### config.mk
export PLATFORM = sky130hd
export DESIGN_NAME = accum_decimate_ce
export DESIGN_NICKNAME = d
export VERILOG_FILES = /design/src/rtl/accum_decimate_pkg.sv /design/src/rtl/accum_decimate_ce.sv
export SDC_FILE = /design/constraint.sdc
export NUM_CORES = 1
export LEC_CHECK = 0
export CAP_MARGIN = 20
export CORE_ASPECT_RATIO = 0.9
export CORE_MARGIN = 5
export CORE_UTILIZATION = 40
export DETAILED_ROUTE_END_ITERATION = 16
export PLACE_DENSITY = 0.7
export SETUP_SLACK_MARGIN = 0.5
export SLEW_MARGIN = 20
export SYNTH_ARGS = -nofsm -noshare
export SYNTH_HDL_FRONTEND = slang
export SYNTH_SLANG_ARGS = --single-unit
### constraint.sdc
create_clock -name CLK -period 3.2 [get_ports CLK]
set_input_delay 0.32 -clock CLK [delete_from_list [all_inputs] [get_ports CLK]]
set_output_delay 0.32 -clock CLK [all_outputs]
set_load 0.02 [all_outputs]
### src/rtl/accum_decimate_pkg.sv
// Shared constants and helpers for the block-averaging decimator.
package accum_decimate_pkg;

  localparam int MAX_LOG2_RATIO = 8;

  function automatic int acc_w(input int width, input int log2_ratio);
    return width + log2_ratio;
  endfunction

endpackage

### src/rtl/accum_decimate_ce.sv
// Unsigned block-averaging decimator: sums 2**log2_ratio valid samples,
// emits their floored mean on O with a one-cycle CE strobe per block.
module accum_decimate_ce
  import accum_decimate_pkg::*;
#(
  parameter int width      = 16,
  parameter int log2_ratio = 2
) (
  input  logic             CLK,
  input  logic             ASYNCRESET,
  input  logic [width-1:0] I,
  input  logic             VALID,
  input  logic             CLR,
  output logic [width-1:0] O,
  output logic             CE
);

  localparam int ACC_W = acc_w(width, log2_ratio);

  if (log2_ratio < 0 || log2_ratio > MAX_LOG2_RATIO) begin : g_bad_ratio
    $error("accum_decimate_ce: log2_ratio out of range 0..%0d", MAX_LOG2_RATIO);
  end
  if (width < 1) begin : g_bad_width
    $error("accum_decimate_ce: width must be at least 1");
  end

  logic [ACC_W-1:0] acc_q, acc_d;
  logic [ACC_W-1:0] sum;
  logic [width-1:0] o_q, o_d;
  logic             ce_q, ce_d;
  logic             last_sample;

  // The counter wraps naturally from N-1 back to 0, so no explicit clear on completion.
  if (log2_ratio > 0) begin : g_cnt
    logic [log2_ratio-1:0] cnt_q, cnt_d;

    always_comb begin
      cnt_d = cnt_q;
      if (CLR) begin
        cnt_d = '0;
      end else if (VALID) begin
        cnt_d = cnt_q + 1'b1;
      end
    end

    always_ff @(posedge CLK or posedge ASYNCRESET) begin
      if (ASYNCRESET) begin
        cnt_q <= '0;
      end else begin
        cnt_q <= cnt_d;
      end
    end

    assign last_sample = &cnt_q;
  end else begin : g_no_cnt
    assign last_sample = 1'b1;
  end

  assign sum = acc_q + ACC_W'(I);

  always_comb begin
    acc_d = acc_q;
    o_d   = o_q;
    ce_d  = 1'b0;
    if (CLR) begin
      acc_d = '0;
    end else if (VALID) begin
      if (last_sample) begin
        acc_d = '0;
        o_d   = width'(sum >> log2_ratio);
        ce_d  = 1'b1;
      end else begin
        acc_d = sum;
      end
    end
  end

  always_ff @(posedge CLK or posedge ASYNCRESET) begin
    if (ASYNCRESET) begin
      acc_q <= '0;
      o_q   <= '0;
      ce_q  <= 1'b0;
    end else begin
      acc_q <= acc_d;
      o_q   <= o_d;
      ce_q  <= ce_d;
    end
  end

  assign O  = o_q;
  assign CE = ce_q;

endmodule

# Yosys cells after proc, flatten, opt, wreduce, memory -nomap -nowiden
# Index checks and enable logic that the tools add are counted.
dict set report word_totals {
  ramBits 0
  elab_cells 18
  mem_bits_ro 0
  inputBits 20
  memories 0
  latch_bits 0
  ff_bits 37
  output_inout_bits 17
}
dict set report op_classes {
  order_cmp 0
  reduce_logical 3
  eq_ne 0
  addsub 2
  n_div 0
  multipliers 0
  bitwise_logic 1
  muxes 8
  n_shift 0
}
# operator n
set ops {}
lappend ops {{$mux W18} 3}
lappend ops {{$add A18 B16 Y18} 1}
lappend ops {{$mux W2} 2}
lappend ops {{$reduce_and A4 Y1} 1}
lappend ops {{$mux W1} 3}
lappend ops {{$add A2 B1 Y2 const B} 1}
lappend ops {{$reduce_and A2 Y1} 1}
lappend ops {{$reduce_bool A2 Y1} 1}
lappend ops {{$not A1 Y1} 1}

# Longest topological paths before layout
dict set report depth {
  ltp_word 4
  mapped_depth 8
  mapped_depth_nobuf 8
}

# Worst setup path after synthesis
# No wires, ideal clock.
dict set report synth_path {
  kind {reg-to-reg}
  from {register acc_q[0]}
  to {register o_q[8], in the netlist O[8]}
  setup_time_ns 0.125
  path_slack_ns 0.956
  arrival_time_ns 2.119
  required_time_ns 3.075
  stages_incl_launch_ff 9
  n_path_buf 0
  period_less_slack_ns 2.244
  cell_sequence {dfrtp_1 > ha_1 > fa_1 > a21o_1 > a21boi_0 > o21ai_1 > a41oi_1 > xnor2_1 > mux2_2}
}
dict set report synth_between {
  elab_chain_cells 1
}
# element line_no
set synth_lines {}
lappend synth_lines {{start: declaration} accum_decimate_ce.sv:27} ;# logic [ACC_W-1:0] acc_q, acc_d;
lappend synth_lines {{start signal: assignment} accum_decimate_ce.sv:80} ;# acc_q <= '0;
lappend synth_lines {{start signal: assignment} accum_decimate_ce.sv:84} ;# acc_q <= acc_d;
lappend synth_lines {{$add A18 B16 Y18} accum_decimate_ce.sv:59} ;# assign sum = acc_q + ACC_W'(I);
lappend synth_lines {{end signal: assignment} accum_decimate_ce.sv:81} ;# o_q <= '0;
lappend synth_lines {{end signal: assignment} accum_decimate_ce.sv:85} ;# o_q <= o_d;
lappend synth_lines {{end: declaration} accum_decimate_ce.sv:29} ;# logic [width-1:0] o_q, o_d;
# No other way between the ends.
# A chain may end at the register's enable or synchronous reset.

# Final worst setup path
dict set report layout_path {
  from {input port I[0]}
  to {register o_q[12], in the netlist O[12]}
}
dict set report layout_between {
  elab_chain_cells 1
}
# element line_no
set layout_lines {}
lappend layout_lines {{start: declaration} accum_decimate_ce.sv:11} ;# input logic [width-1:0] I,
lappend layout_lines {{$add A18 B16 Y18} accum_decimate_ce.sv:59}
# No other way between the ends.

==> results_dict.tcl <==
set metrics [dict create \
    outcome "finished, final reports clean" \
    syn_inst 235 \
    cts_tree "built" \
    placedInstanceArea_sq_um 2658 \
    fin_setup_tns_ns 0 \
    endpoint_kind "register" \
    fin_skew_ns 0.01253 \
    power_uw 1624 \
    wl_per_cell_um 14.79 \
    clkPwrFrac 0.208 \
    synth_flop_cell "dfrtp_1" \
    io-pin-count 37 \
    first_global_vias 1807 \
    port_buffers 36 \
    cp_max_fo 8 \
    area_delta_synth_final_pct 23.45 \
    combPwrFrac 0.414 \
    final_area_sq_um 2766 \
    cp_top_family "compound AO/OA/AOI/OAI gates" \
    synth_top_family_by_area "compound AO/OA/AOI/OAI gates" \
    clk_pin_slew_ns 0.09 \
    p_switching_uw 603.7 \
    critPathSlowestCell "or4_1" \
    rsz0062_at_grt "no" \
    p_per_area_nw_per_um2 587.1 \
    whs_ns 0.4195 \
    cts_hold_buf 0 \
    register_area_sq_um 925.9 \
    drt_iter0_drc 71 \
    final.period_utilization 0.7821 \
    dieArea_sq_um 7201 \
    clock_latency_ns 0.30 \
    slew_violations 0 \
    required_ns 3.43 \
    row_count 25 \
    synth.distinct_cells 43 \
    seq_area_frac_synth 0.4132 \
    antenna_found_initial 0 \
    reg2reg_from "acc_q[0]" \
    final.min_clock_period_ns 2.503 \
    hold_path.class "in -> async" \
    start_kind "input pin" \
    path_cells "clkdlybuf4s50_1 > ha_1 > fa_1 > a21o_1 > a21boi_0 > o21ai_1 > a21boi_4 > buf_4 > or4_1 > nand3_1" \
    p_leak_uw 0.001281 \
    netlist_area_sq_um 2241 \
    synthTopCellsByArea "dfrtp_1 41%, ha_1 9.5%, nand2_1 5.0%" \
    fmax_mhz 399.6 \
    htreeDepth 2 \
    synth.most_common_cell "dfrtp_1" \
    ys_warn_count 0 \
    dpl_worst_slack_ns 0.3627 \
    synth_nets 273 \
    gr-usage-all-layers 0.1549 \
    crit_path_max_incr_delay_ns 0.49 \
    synth_compound_area_frac 0.2250 \
    fillers 497 \
    cts-root-buf "clkbuf_8" \
    hold_viol_final 0 \
    grt_max_degree 38 \
    dr.pass1.iters 4 \
    place_hpwl_mm 3.698 \
    overflow 0 \
    syn_area_per_cell_sq_um 9.536 \
    yosys.area.top_type "dfrtp_1" \
    power.internal_uw 1020 \
    finalWorstSetupSlack_ns 0.6974 \
    ys_ff_latch 37 \
    ir_worst_vdd_v 0.0002600 \
    synth_edf_count 0 \
    die_h_um 81.01 \
    setup_viol 0 \
    initial_core_util 0.4189 \
    max_cap_violations 0 \
    grt_pass1_wl_mm 8.549 \
    synthXorXnorAreaFrac 0.05472 \
    route.antenna.remaining_nets 0 \
    core_area_sq_um 5349 \
    r2r-end "O[8]" \
    clk_path_buf_depth 2 \
    via_per_inst 5.293 \
    synth_mux_area_frac 0.02959 \
    diodes 0 \
    yosysTopAreaCellShare 0.4132 \
    pwr-share-seq 0.378 \
    finalWeightedCongestion 0.8589 \
    cp.arrival_ns 2.73 \
    nets 308 \
    p_sw_frac 0.3717 \
    chipWidth_um 88.90 \
    reg2reg_depth 8 \
    drive_above_1_share 0.07380 \
    cts_sinks 37 \
    drt_wl_total_mm 4.999 \
    ys_top_cells_by_count "37 x dfrtp_1, 30 x nand2_1, 20 x o21ai_0, 17 x a21oi_1, 17 x ha_1" \
    maxSlewHeadroom 0.6631 \
    synthArstFlopShare 1.000 \
    synth_fa_ha_area_frac 0.1039 \
    tightest_slew_ns 0.5053 \
    r2r_slack_ns 0.76 \
    path_buf_inv 2 \
    drc 0 \
    synth-simple-area-share 0.1362 \
    vias 1789 \
    cts_buffers 5 \
    path_class "in -> reg" \
    multiInputGateArea_sq_um 1239 \
]
[state kept, by name, summed over array words and instances (netlist names)]
name / count
g_cnt.cnt_q: 2
CE: 1
O: 16
acc_q: 18
[tightest hold or removal path: cells and delay by family]
family	cells	cell delay, ns
buffers and inverters	3	0.84
[through the flow]
stage,util,instances
floorplan,-,235
global placement,0.4968,329
detailed placement,0.4968,329
CTS,0.5144,337
global route,0.5172,338
finish,0.5172,338
[cell families (layout without fill, tap and decap cells)]
kind of cell,after synthesis,count (layout)
simple gates,64,64
xor+xnor,14,14
flops,37,37
fa+ha+maj,18,18
buf+inv,20,56
compound gates,76,76
mux,6,6
[how the worst max path moves through the flow]
stage	start	end	cells past startpoint
6_report	I[0]	O[12]	10
5_1_grt	I[0]	O[8]	9
4_1_cts	I[0]	O[8]	9
3_5_place_dp	I[0]	O[10]	9
3_3_place_gp	I[0]	O[10]	9
2_1_floorplan	acc_q[0]	O[8]	8
[timing repair]
item / in CTS / in global routing
gates resized for setup: 0 / 1
setup buffers: 0 / 1
setup endpoints to repair: 0 / 2
[layout by cell type (no fill, tap or decap), drive strengths merged, types with 3 or more instances in the layout]
cell	Yosys	layout
nand4	9	9
clkdlybuf4s50	0	36
or4	3	3
nor3	3	3
mux2	5	5
inv	7	8
o31ai	4	4
xnor2	10	10
a22o	8	8
dfrtp	37	37
clkbuf	11	5
nand2	30	30
ha	17	17
nor2	7	7
buf	2	5
a21oi	17	17
xor2	4	4
o21ai	21	21
o211ai	3	3
a21o	8	8
nand3	6	6
[power by group through the flow]
stage / Clock, uW / Sequential [uW] / Combinational [uW]
finish: 338 / 613 / 673
global route: 371 / 627 / 747
CTS: 350 / 615 / 670
detailed placement: 0 / 623 / 664
global placement: 0 / 624 / 649
floorplan: 0 / 681 / 375
[metal layers]
layer / part of all wire / track usage / vias to the layer above
met1: 0.50 / 0.2198 / 831
met5: 0 / 0 / -
met3: 0.043 / 0.03854 / 4
met4: 0.011 / 0.04985 / 0
met2: 0.45 / 0.2307 / 28
li1: - / - / 926
[area by class of cell]
type | instances | share of cell area
sequential | 37 | 0.3347
clock inverter | 3 | 0.009046
timing repair buffer | 41 | 0.1438
tap | 67 | 0.03030
inverter | 7 | 0.009498
clock buffer | 5 | 0.02488
multi-input combinational | 178 | 0.4478
Power figures use the tool's default switching activity.
